===== config.mk =====
export PLATFORM = sky130hd
export DESIGN_NAME = mem_bus_decoder
export DESIGN_NICKNAME = d
export VERILOG_FILES = /design/src/rtl/mem_bus_decoder.sv
export SDC_FILE = /design/constraint.sdc
export NUM_CORES = 1
export LEC_CHECK = 0
export BUFFER_PORTS_ARGS = -buffer_cell sky130_fd_sc_hd__buf_4
export CAP_MARGIN = 20
export CORE_AREA = 2 2 96 98
export CTS_CLUSTER_DIAMETER = 150
export DETAILED_ROUTE_END_ITERATION = 16
export DIE_AREA = 0 0 98 100
export GPL_ROUTABILITY_DRIVEN = 0
export PLACE_DENSITY_LB_ADDON = 0.12
export SYNTH_ARGS = -nofsm -noshare
export SYNTH_HDL_FRONTEND = slang
export SYNTH_SLANG_ARGS = --single-unit

===== constraint.sdc =====
create_clock -name clk_i -period 2.8 [get_ports clk_i]
set_clock_uncertainty 0.15 [all_clocks]
set_input_delay 0.28 -clock clk_i [delete_from_list [all_inputs] [get_ports clk_i]]
set_output_delay 0.28 -clock clk_i [all_outputs]
set_load 0.02 [all_outputs]

===== src/rtl/mem_bus_decoder.sv =====
// Address decoder for a req/gnt memory bus fanning out to NUM_SLAVES ports.
// An in-order response FIFO routes read data back and synthesises error replies for unmapped accesses.
module mem_bus_decoder #(
  parameter int NUM_SLAVES      = 2,
  parameter int ADDR_WIDTH      = 32,
  parameter int DATA_WIDTH      = 32,
  parameter int MAX_OUTSTANDING = 2,
  parameter logic [NUM_SLAVES*ADDR_WIDTH-1:0] SLV_BASE = {32'h0004_0000, 32'h0000_0000},
  parameter logic [NUM_SLAVES*ADDR_WIDTH-1:0] SLV_MASK = {32'hFFFF_F000, 32'hFFFF_FC00}
) (
  input  logic                                 clk_i,
  input  logic                                 rst_ni,
  input  logic                                 m_req_i,
  output logic                                 m_gnt_o,
  input  logic [ADDR_WIDTH-1:0]                m_addr_i,
  input  logic                                 m_we_i,
  input  logic [DATA_WIDTH/8-1:0]              m_be_i,
  input  logic [DATA_WIDTH-1:0]                m_wdata_i,
  output logic                                 m_rvalid_o,
  output logic [DATA_WIDTH-1:0]                m_rdata_o,
  output logic                                 m_err_o,
  output logic [NUM_SLAVES-1:0]                s_req_o,
  input  logic [NUM_SLAVES-1:0]                s_gnt_i,
  output logic [ADDR_WIDTH-1:0]                s_addr_o,
  output logic                                 s_we_o,
  output logic [DATA_WIDTH/8-1:0]              s_be_o,
  output logic [DATA_WIDTH-1:0]                s_wdata_o,
  input  logic [NUM_SLAVES-1:0]                s_rvalid_i,
  input  logic [NUM_SLAVES*DATA_WIDTH-1:0]     s_rdata_i,
  input  logic [NUM_SLAVES-1:0]                s_err_i,
  output logic [$clog2(MAX_OUTSTANDING+1)-1:0] outstanding_o,
  output logic                                 proto_err_o
);

  localparam int IDX_W = (NUM_SLAVES > 1) ? $clog2(NUM_SLAVES) : 1;
  localparam int PTR_W = (MAX_OUTSTANDING > 1) ? $clog2(MAX_OUTSTANDING) : 1;
  localparam int CNT_W = $clog2(MAX_OUTSTANDING + 1);
  localparam int ENT_W = IDX_W + 1;

  logic                  w_hit;
  logic [IDX_W-1:0]      w_hitIdx;
  logic                  w_hitGnt;
  logic                  w_full;
  logic                  w_empty;
  logic                  w_push;
  logic                  w_pop;
  logic                  w_stray;
  logic [ENT_W-1:0]      w_head;
  logic                  w_headUnmapped;
  logic [IDX_W-1:0]      w_headIdx;
  logic [NUM_SLAVES-1:0] w_headMask;

  logic [ENT_W-1:0]      r_mem [MAX_OUTSTANDING];
  logic [PTR_W-1:0]      r_wrPtr;
  logic [PTR_W-1:0]      r_rdPtr;
  logic [CNT_W-1:0]      r_count;
  logic                  r_protoErr;

  assign s_addr_o  = m_addr_i;
  assign s_we_o    = m_we_i;
  assign s_be_o    = m_be_i;
  assign s_wdata_o = m_wdata_i;

  // Scan from the top so the lowest matching slave is the one left standing.
  always_comb begin
    w_hit    = 1'b0;
    w_hitIdx = '0;
    for (int i = NUM_SLAVES - 1; i >= 0; i--) begin
      if ((m_addr_i & SLV_MASK[i*ADDR_WIDTH +: ADDR_WIDTH]) == SLV_BASE[i*ADDR_WIDTH +: ADDR_WIDTH]) begin
        w_hit    = 1'b1;
        w_hitIdx = IDX_W'(i);
      end
    end
  end

  assign w_full  = (r_count == CNT_W'(MAX_OUTSTANDING));
  assign w_empty = (r_count == '0);

  always_comb begin
    s_req_o  = '0;
    w_hitGnt = 1'b0;
    for (int i = 0; i < NUM_SLAVES; i++) begin
      if (w_hit && (w_hitIdx == IDX_W'(i))) begin
        s_req_o[i] = m_req_i && !w_full;
        w_hitGnt   = s_gnt_i[i];
      end
    end
    m_gnt_o = !w_full && (w_hit ? w_hitGnt : 1'b1);
  end

  assign w_push         = m_req_i && m_gnt_o;
  assign w_head         = r_mem[r_rdPtr];
  assign w_headUnmapped = w_head[IDX_W];
  assign w_headIdx      = w_head[IDX_W-1:0];

  // An unmapped head answers by itself for one cycle; a mapped head waits for its slave.
  always_comb begin
    m_rvalid_o = 1'b0;
    m_rdata_o  = '0;
    m_err_o    = 1'b0;
    w_pop      = 1'b0;
    w_headMask = '0;
    if (!w_empty) begin
      if (w_headUnmapped) begin
        m_rvalid_o = 1'b1;
        m_err_o    = 1'b1;
        w_pop      = 1'b1;
      end else begin
        for (int i = 0; i < NUM_SLAVES; i++) begin
          if (w_headIdx == IDX_W'(i)) begin
            w_headMask[i] = 1'b1;
            if (s_rvalid_i[i]) begin
              m_rvalid_o = 1'b1;
              m_rdata_o  = s_rdata_i[i*DATA_WIDTH +: DATA_WIDTH];
              m_err_o    = s_err_i[i];
              w_pop      = 1'b1;
            end
          end
        end
      end
    end
  end

  assign w_stray = w_empty ? (|s_rvalid_i) : (|(s_rvalid_i & ~w_headMask));

  always_ff @(posedge clk_i) begin
    if (w_push) begin
      r_mem[r_wrPtr] <= {!w_hit, w_hitIdx};
    end
  end

  always_ff @(posedge clk_i or negedge rst_ni) begin
    if (!rst_ni) begin
      r_wrPtr    <= '0;
      r_rdPtr    <= '0;
      r_count    <= '0;
      r_protoErr <= 1'b0;
    end else begin
      if (w_push) begin
        r_wrPtr <= (r_wrPtr == PTR_W'(MAX_OUTSTANDING - 1)) ? '0 : r_wrPtr + 1'b1;
      end
      if (w_pop) begin
        r_rdPtr <= (r_rdPtr == PTR_W'(MAX_OUTSTANDING - 1)) ? '0 : r_rdPtr + 1'b1;
      end
      if (w_push && !w_pop) begin
        r_count <= r_count + 1'b1;
      end else if (w_pop && !w_push) begin
        r_count <= r_count - 1'b1;
      end
      if (w_stray) begin
        r_protoErr <= 1'b1;
      end
    end
  end

  assign outstanding_o = r_count;
  assign proto_err_o   = r_protoErr;

endmodule


Word level (Yosys, flattened, before mapping)
Memory sizes are Yosys's and may differ from the RTL's.
Index checks and enable logic that the tools add are counted.
W data, S select, Z words.
- register bits: 5
- bits in writable memories: 4
- input bits: 142
- output and inout port bits: 109
- logic and storage cells: 67
- memories kept: 1
- memory list (memory ; words ; width ; rd ports ; clocked after memory_dff ; write ports ; line ; source):
    r_mem ; 2 ; 2 ; 1 ; 0 ; 1 ; 53 ; logic [ENT_W-1:0] r_mem [MAX_OUTSTANDING];
- add/sub/neg operators: 4
- equality and inequality tests: 2
- muxes and demuxes: 37
- bitwise logic cells: 3
- reductions and logical operators: 16
- operators by type and width (cell ; count):
    $mux W32 ; 6
    $logic_not A32 Y1 ; 1
    $mux W1 ; 27
    $eq A20 B7 Y1 const B ; 1
    $mux W2 ; 4
    $logic_and A1 B1 Y1 ; 7
    $logic_not A1 Y1 ; 4
    $reduce_or A2 Y1 ; 2
    $add A1 B1 Y1 const B ; 2
    $add A2 B1 Y2 const B ; 1
    $and A2 B2 Y2 ; 1
    $eq A2 B2 Y1 const B ; 1
    $logic_not A2 Y1 ; 1
    $not A2 Y2 ; 1
    $reduce_bool A2 Y1 ; 1
    $sub A2 B1 Y2 const B ; 1
    $not A1 Y1 ; 1

Longest topological paths before layout
Gate-level depths: netlist of the first run.
- depth after elaboration: 14
- mapped depth: 9
- gate-level depth less buffers: 8

Least setup slack after synthesis of the first run
No wires, ideal clock.
- kind: register to register
- start: register r_count[0] (netlist: outstanding_o[0])
- end: register r_count[1] (netlist: outstanding_o[1])
- library setup time: 0.135 ns
- arrival: 1.655 ns
- data required time: 2.515 ns
- path slack: 0.860 ns
- cell stages (with the launch flop): 9
- buffers on the path: 1
- period minus slack after synthesis: 1.940 ns
- cells stage by stage: dfrtp_1 > clkbuf_1 > nand2b_1 > nand2_1 > a31oi_1 > ha_1 > xor2_1 > nor2_1 > xor2_1
- longest elaborated chain between the ends: 7
- elaborated cells on any way between the ends: 15
- classes of those cells: 2 x add/sub; 1 x eq/ne; 3 x mux; 9 x reduce/logical
- RTL lines (what ; line ; source):
    start, declared ; 56 ; logic [CNT_W-1:0] r_count;
    start signal, assigned ; 146 ; r_count <= r_count + 1'b1;
    start signal, assigned ; 148 ; r_count <= r_count - 1'b1;
    $eq A2 B2 Y1 * ; 76 ; assign w_full = (r_count == CNT_W'(MAX_OUTSTANDING));
    $logic_not A1 Y1 * ; 88 ; m_gnt_o = !w_full && (w_hit ? w_hitGnt : 1'b1);
    $logic_and A1 B1 Y1 * ; 88 ;
    $logic_and A1 B1 Y1 * ; 91 ; assign w_push = m_req_i && m_gnt_o;
    net w_push ; 45 ; logic w_push;
    $logic_not A1 Y1 ; 147 ; end else if (w_pop && !w_push) begin
    $logic_and A1 B1 Y1 ; 147 ;
    $reduce_bool A2 Y1 (no line) ; -- ;
Mark *: on every way through the listed nets, which the timed path passes. The rest lies on a longest branch. The select of a mux whose other input is x is not followed.
A chain may end at the register's enable or synchronous reset.

Worst setup path in the final report of the first run
- start: register r_rdPtr
- end: output m_rdata_o[11]
- longest elaborated chain between the ends: 6
- RTL lines (what ; line ; source):
    start, declared ; 55 ; logic [PTR_W-1:0] r_rdPtr;
    start signal, assigned ; 143 ; r_rdPtr <= (r_rdPtr == PTR_W'(MAX_OUTSTANDING - 1)) ? '0 : r_rdPtr + 1'b1;
    $mem_v2 Z2 W2 * ; -- ;
    $mux W32 ; 110 ; if (w_headIdx == IDX_W'(i)) begin
    $mux W32 ; 112 ; if (s_rvalid_i[i]) begin
    $mux W32 ; 110 ;
    $mux W32 * ; 104 ; if (w_headUnmapped) begin
    $mux W32 * ; 103 ; if (!w_empty) begin
    end, declared ; 20 ; output logic [DATA_WIDTH-1:0] m_rdata_o,
Mark *: on every way between the ends. The rest lies on a longest branch, timed or not.

==> results_dict.tcl, run 1 <==
set metrics [dict create \
    slowest_delay_ps 400 \
    yosysTopAreaCellShare_pct 34.67 \
    worst_path_most_repeated_cell "buf_4" \
    synth_area_leaders "buf_4, a22oi_1, nor2_1, dfrtp_1, edfxtp_1" \
    setup.worst_path.start "r_rdPtr" \
    worstPathRequired_ps 2370 \
    diodes 0 \
    postPlaceCellArea_um2 2268 \
    die_h_um 100 \
    worst_hold_slack_ps 183.2 \
    r2r-end "outstanding_o[1]" \
    timing.final.crit_period_ps 2350 \
    cts.sinks 9 \
    clk_pin_slew_worst_paths_ps 50 \
    cts_buffers 3 \
    final-setup-viol-count 0 \
    netlist_instances 201 \
    crit_buf_inv 2 \
    r2r_cells 8 \
    r2r_start "r_rdPtr" \
    postRouteAntennaNets 0 \
    place_hpwl_mm 4.246 \
    hold_viol 0 \
    rsz0062_at_grt "no" \
    cts.root.buffer_cell "clkbuf_8" \
    cp.arrival_ps 1920 \
    crit_family "buffers and inverters" \
    io_pins 251 \
    fin_nets 430 \
    synth_most_common_cell "buf_4" \
    die_w_um 98 \
    cap_violations 0 \
    grt_pass1_wl_mm 7.700 \
    synth-edff-count 4 \
    tightest_slew_ps 431.6 \
    final_cells 397 \
    grt_util_all_layers_pct 9.459 \
    grt_max_degree 35 \
    grt_pass1_vias 1589 \
    synth_seq_cells 9 \
    ys.flop_type "dfrtp_1" \
    cts_tree "built" \
    irDropWorstVdd_mv 0.2134 \
    ys_warn_count 0 \
    synth_fp_nets 344 \
    syn_area_um2 1494 \
    seq_area_frac_synth_pct 16.42 \
    vias 1649 \
    grt_antenna_before_repair 0 \
    dp.cells 392 \
    hp-class "in -> reg" \
    cts.repair.resized 0 \
    clockBufferDepth 2 \
    wl_mm 5.100 \
    finalCritPeriodShare_pct 83.92 \
    nFillCells 999 \
    initial_core_util_pct 16.81 \
    grt-ovfl-total 0 \
    status "complete, no violations" \
    powerDensity_nw_per_um2 588.3 \
    yosys.area.top_type "buf_4" \
    power_switching_mw 0.6376 \
    power.leakage_nw 1.136 \
    path_class "reg -> out" \
    cp.depth 6 \
    path_max_fanout 23 \
    ys_types 33 \
    relSlewSlack_pct 70.85 \
    multi_input_area_um2 671.9 \
    regArea_um2 245.2 \
    port-buffer-count 156 \
    finalPower_mw 1.368 \
    maxSlewViolCount 0 \
    seq_power_share_pct 17.3 \
    slowest_stage "dfrtp_1" \
    r2r_slack_ps 700 \
    wire_per_inst_um 12.85 \
    drive_gt1_share_pct 58.39 \
    async_reset_ff_share_pct 55.56 \
    crit_chain "mux2i_1, and2_1, buf_4, a22oi_1, nor2_1, buf_4" \
    die_area_um2 9800 \
    placementRows 35 \
    viasPerCell 4.154 \
    coreArea_um2 8890 \
    drtPass1Iterations 4 \
    syn2layout_area_growth_pct 55.61 \
    synth.avg_cell_area_um2 7.433 \
    yosys-top-cells-count "buf_4, nor2_1, a22oi_1, buf_2, and2_1" \
    fmax_ghz 0.4256 \
    p_int_mw 0.7301 \
    netSwitchingFraction_pct 46.62 \
    postLayoutCellArea_um2 2325 \
    start_kind "register" \
    fin_tns_setup_ps 0 \
    postCtsSetupBuffers 0 \
    htreeDepth 1 \
    drcViolationCount 0 \
    first_iter_violations 43 \
    clock_latency_ps 230 \
    combPwrFrac_pct 71.7 \
    cp-endpoint "m_rdata_o[11]" \
    crit_path_end_kind "output pin" \
    clkPwrFrac_pct 10.9 \
]
worst min path at each step:
stage                   from          endpoint  slack, ps  cells past startpoint
2_1_floorplan         rst_ni  outstanding_o[0]       -170                      0
3_3_place_gp          rst_ni  outstanding_o[1]        -60                      1
3_5_place_dp          rst_ni  outstanding_o[0]        -60                      1
4_1_cts        s_rvalid_i[1]       proto_err_o        190                      3
5_1_grt        s_rvalid_i[1]       proto_err_o        220                      3
6_report       s_rvalid_i[1]       proto_err_o        180                      3
final cells by class:
type | instances | share of cell area [%]
Timing Repair Buffer | 162 | 52.42
Multi-Input combinational cell | 110 | 28.90
Sequential cell | 9 | 10.55
Tap cell | 111 | 5.974
Clock buffer | 3 | 1.776
Clock inverter | 1 | 0.2153
Inverter | 1 | 0.1615
per-layer routing:
| metal | track usage (%) | vias up | wire (µm) |
|---|---|---|---|
| met2 | 17.65 | 133 | 2569 |
| met3 | 3.621 | 2 | 673 |
| met5 | 0 | - | 0 |
| met1 | 10.24 | 713 | 1834 |
| li1 | - | 801 | - |
| met4 | 1.816 | 0 | 22 |
worst register-to-register path, stage by stage, from the launching register on:
cell	delay [ps]
dfrtp_1	400
mux2i_1	340
and2_1	260
nor2_1	90
a21o_1	190
ha_1	200
xor2_1	140
nor2_1	120
xor2_1	140
per-stage QoR:
step / worst slack (ps) / utilization [%]
final: 450.2 / 26.15
after global placement: 699.4 / 25.52
after detailed placement: 661.4 / 25.52
after global routing: 217.7 / 26.15
after floorplan: 860.4 / -
after CTS: 401.9 / 26.15
repair_timing:
item / 4_1_cts / 5_1_grt
hold buffers: 1 / 0
endpoints found under the setup margin: 0 / 0
endpoints found under the hold margin: 5 / 0
cells by family after synthesis:
group                      after synthesis  share of synthesized area [%]
buffers and inverters                   82                          39.03
and+or+nand+nor                         58                          18.26
AOI/OAI and AO/OA                       45                          21.78
DFF                                      9                          16.42
xor gates and xnor gates                 4                          2.345
muxes                                    2                          1.340
adders and majority gates                1                         0.8374
power by group through the flow:
| stage | combinational, mW | sequential (mW) | clock [mW] |
|---|---|---|---|
| floorplan | 0.710 | 0.233 | 0 |
| global placement | 1.01 | 0.243 | 0 |
| detailed placement | 0.996 | 0.241 | 0 |
| CTS | 1.00 | 0.239 | 0.154 |
| global route | 1.08 | 0.247 | 0.163 |
| finish | 0.981 | 0.237 | 0.149 |
flip-flops by register name (all words and copies together) (netlist names):
name / count
r_wrPtr: 1
r_rdPtr: 1
r_mem: 4
proto_err_o: 1
outstanding_o: 2
placed cells by master, fill, tap and decap left out, drive strengths merged:
cell type and n:
a21boi 1, a21o 1, a21oi 3, a22o 1
a22oi 33, a31oi 1, and2 6, and3 1
and4 1, and4b 1, buf 161, clkbuf 3
clkinv 1, dfrtp 5, dlygate4sd3 1, edfxtp 4
ha 1, inv 1, mux2i 2, nand2 1
nand2b 2, nor2 38, nor2b 1, nor3 1
nor4 4, nor4b 1, o21ai 3, o32ai 1
o41ai 1, or3 1, xnor2 2, xor2 2
No activity file was read; power rests on OpenSTA's default activity.
==> run 2, diff against run 1 <==
--- a/config.mk
+++ b/config.mk
@@ -7,10 +7,10 @@
 export LEC_CHECK = 0
 export BUFFER_PORTS_ARGS = -buffer_cell sky130_fd_sc_hd__buf_4
 export CAP_MARGIN = 20
-export CORE_AREA = 2 2 96 98
+export CORE_AREA = 2 2 99 101
 export CTS_CLUSTER_DIAMETER = 150
 export DETAILED_ROUTE_END_ITERATION = 16
-export DIE_AREA = 0 0 98 100
+export DIE_AREA = 0 0 101 103
 export GPL_ROUTABILITY_DRIVEN = 0
 export PLACE_DENSITY_LB_ADDON = 0.12
 export SYNTH_ARGS = -nofsm -noshare
==> constraint.sdc (replaced) <==
create_clock -name clk_i -period 1.95 [get_ports clk_i]
set_clock_uncertainty 0.15 [all_clocks]
set_input_delay 0.195 -clock clk_i [delete_from_list [all_inputs] [get_ports clk_i]]
set_output_delay 0.195 -clock clk_i [all_outputs]
set_load 0.02 [all_outputs]
==> run 2 against run 1 <==
Effect of this change: the run now ends with negative setup slack left; sequential share of layout area is 1.8 points lower; clock power is 43% higher; worst hold slack worse by 88 ps; die area is 6.2% higher; cell area is 21% higher; wire length is 19% higher; clock-buffer cell count is 1 higher; critical endpoint is now m_rdata_o[5].
==> results_dict.tcl, run 2 (synthesis results as in run 1) <==
set metrics [dict create \
    regMostFlops "r_mem" \
    powerDensity_nw_per_um2 918.4 \
    final_common_cell "buf_4" \
    grt_antenna_before_repair 0 \
    r2r_slack_ps -20 \
    fin_nets 453 \
    clock_latency_ps 230 \
    worstPathRequired_ps 1600 \
    nFillCells 1014 \
    power.leakage_nw 1.305 \
    status "finished, violations left" \
    wire_per_inst_um 14.30 \
    die_w_um 101 \
    cap_violations 0 \
    rsz0062_at_grt "yes" \
    fin_tns_setup_ps -1678 \
    grt-ovfl-total 0 \
    dp.cells 406 \
    vias 1820 \
    slowest_stage "dfrtp_1" \
    postRouteAntennaNets 0 \
    clk_pin_slew_worst_paths_ps 40 \
    worst_path_most_repeated_cell "buf_4" \
    violations "negative setup slack" \
    diodes 0 \
    final-setup-viol-count 35 \
    grt_pass1_vias 1673 \
    maxSlewViolCount 0 \
    postPlaceCellArea_um2 2380 \
    crit_buf_inv 4 \
    first_iter_violations 21 \
    die_h_um 103 \
    cp.arrival_ps 1700 \
    drive_gt1_share_pct 72.49 \
    path_class "reg -> out" \
    syn2layout_area_growth_pct 88.19 \
    postLayoutCellArea_um2 2811 \
    slowest_delay_ps 390 \
    cts.root.buffer_cell "clkbuf_8" \
    cts.sinks 9 \
    hold_viol 0 \
    timing.final.crit_period_ps 2050 \
    fmax_ghz 0.4879 \
    layout_common_cells "buf_4, nor2_1, a22oi_2, a22oi_1" \
    tightest_slew_ps 287.4 \
    start_kind "register" \
    die_area_um2 10400 \
    grt_pass1_wl_mm 8.059 \
    htreeDepth 1 \
    drcViolationCount 0 \
    viasPerCell 4.303 \
    path_max_fanout 7 \
    cts_buffers 3 \
    crit_path_end_kind "output pin" \
    crit_family "buffers and inverters" \
    finalPower_mw 2.582 \
    coreArea_um2 9459 \
    initial_core_util_pct 15.79 \
    clockBufferDepth 2 \
    largest_register_ffs 4 \
    hp-class "in -> reg" \
    crit_chain "mux2i_2, buf_4, nor2b_4, buf_8, buf_6, a22oi_2, nor2_1, buf_4" \
    setup_ws_ps -99.75 \
    place_hpwl_mm 4.633 \
    placementRows 36 \
    grt_max_degree 19 \
    relSlewSlack_pct 80.66 \
    finalCritPeriodShare_pct 105.1 \
    grt_util_all_layers_pct 9.788 \
    final_cells 423 \
    irDropWorstVdd_mv 0.2454 \
    port-buffer-count 156 \
    wl_mm 6.047 \
    drtPass1Iterations 4 \
    io_pins 251 \
    cts_tree "built" \
]
run 2: changes by cell type in the layout (fill, tap and decap cells not counted), sizes merged:
| cell | delta |
|---|---|
| buf | +20 |
| clkbuf | +4 |
| clkinv | -1 |
run 2: power breakdown:
part | internal [mW] | total [mW] | switching, mW
Clock | 0.142 | 0.213 | 0.0712
Sequential | 0.267 | 0.315 | 0.0482
Combinational | 1.06 | 2.05 | 0.997
run 2: routing by layer:
layer	global-route usage (%)	share of wire (%)	up-vias
li1	-	-	848
met1	9.493	36	827
met2	19.08	53	139
met3	3.661	10	6
met4	3.222	0.66	0
met5	0	0	-
run 2: layout make-up:
cell class              count  area (µm²)  area share (%)
well taps                 114       142.6           5.073
clock buffers               4       45.04           1.602
inverters                   1       3.754          0.1335
flip-flops and latches      9       245.2           8.723
multi-input cells         110       854.6           30.40
repair buffers            185        1520           54.07
run 2: worst reg2reg max path, stage by stage, from the launching register on:
cell     delay, ps
dfrtp_1        390
mux2i_2        160
and2_4         150
buf_4          120
nor2_1         190
a21o_1         190
ha_4           150
xor2_2         140
nor2_2          50
xor2_1         160
run 2: repair_timing:
| item | 4_1_cts | 5_1_grt |
|---|---|---|
| hold buffers | 1 | 0 |
| gates cloned | 1 | 3 |
| gates resized for setup | 23 | 22 |
| setup endpoints to repair | 33 | 36 |
| setup buffers | 8 | 0 |
| pin swaps | 2 | 5 |
| endpoints found under the hold margin | 5 | 0 |
run 2: path summary, 6_finish.rpt:
check,to,startpoint,cells past startpoint
min in group asynchronous,outstanding_o[1],rst_ni,2
worst min-delay path,proto_err_o,s_rvalid_i[1],3
worst max-delay path,m_rdata_o[5],r_rdPtr,8
max in group asynchronous,r_rdPtr,rst_ni,2
worst max register to register,outstanding_o[1],r_rdPtr,9
worst min register to register,outstanding_o[1],outstanding_o[1],1
run 2: stage by stage:
stage	utilization, %	hold slack [ps]	setup slack (ps)
after global placement	25.16	-143.3	12.78
after CTS	27.76	91.94	-101.1
final	29.72	95.23	-99.75
after floorplan	-	-250.6	10.40
after detailed placement	25.16	-140.7	-49.62
after global routing	29.72	100.7	-165.6
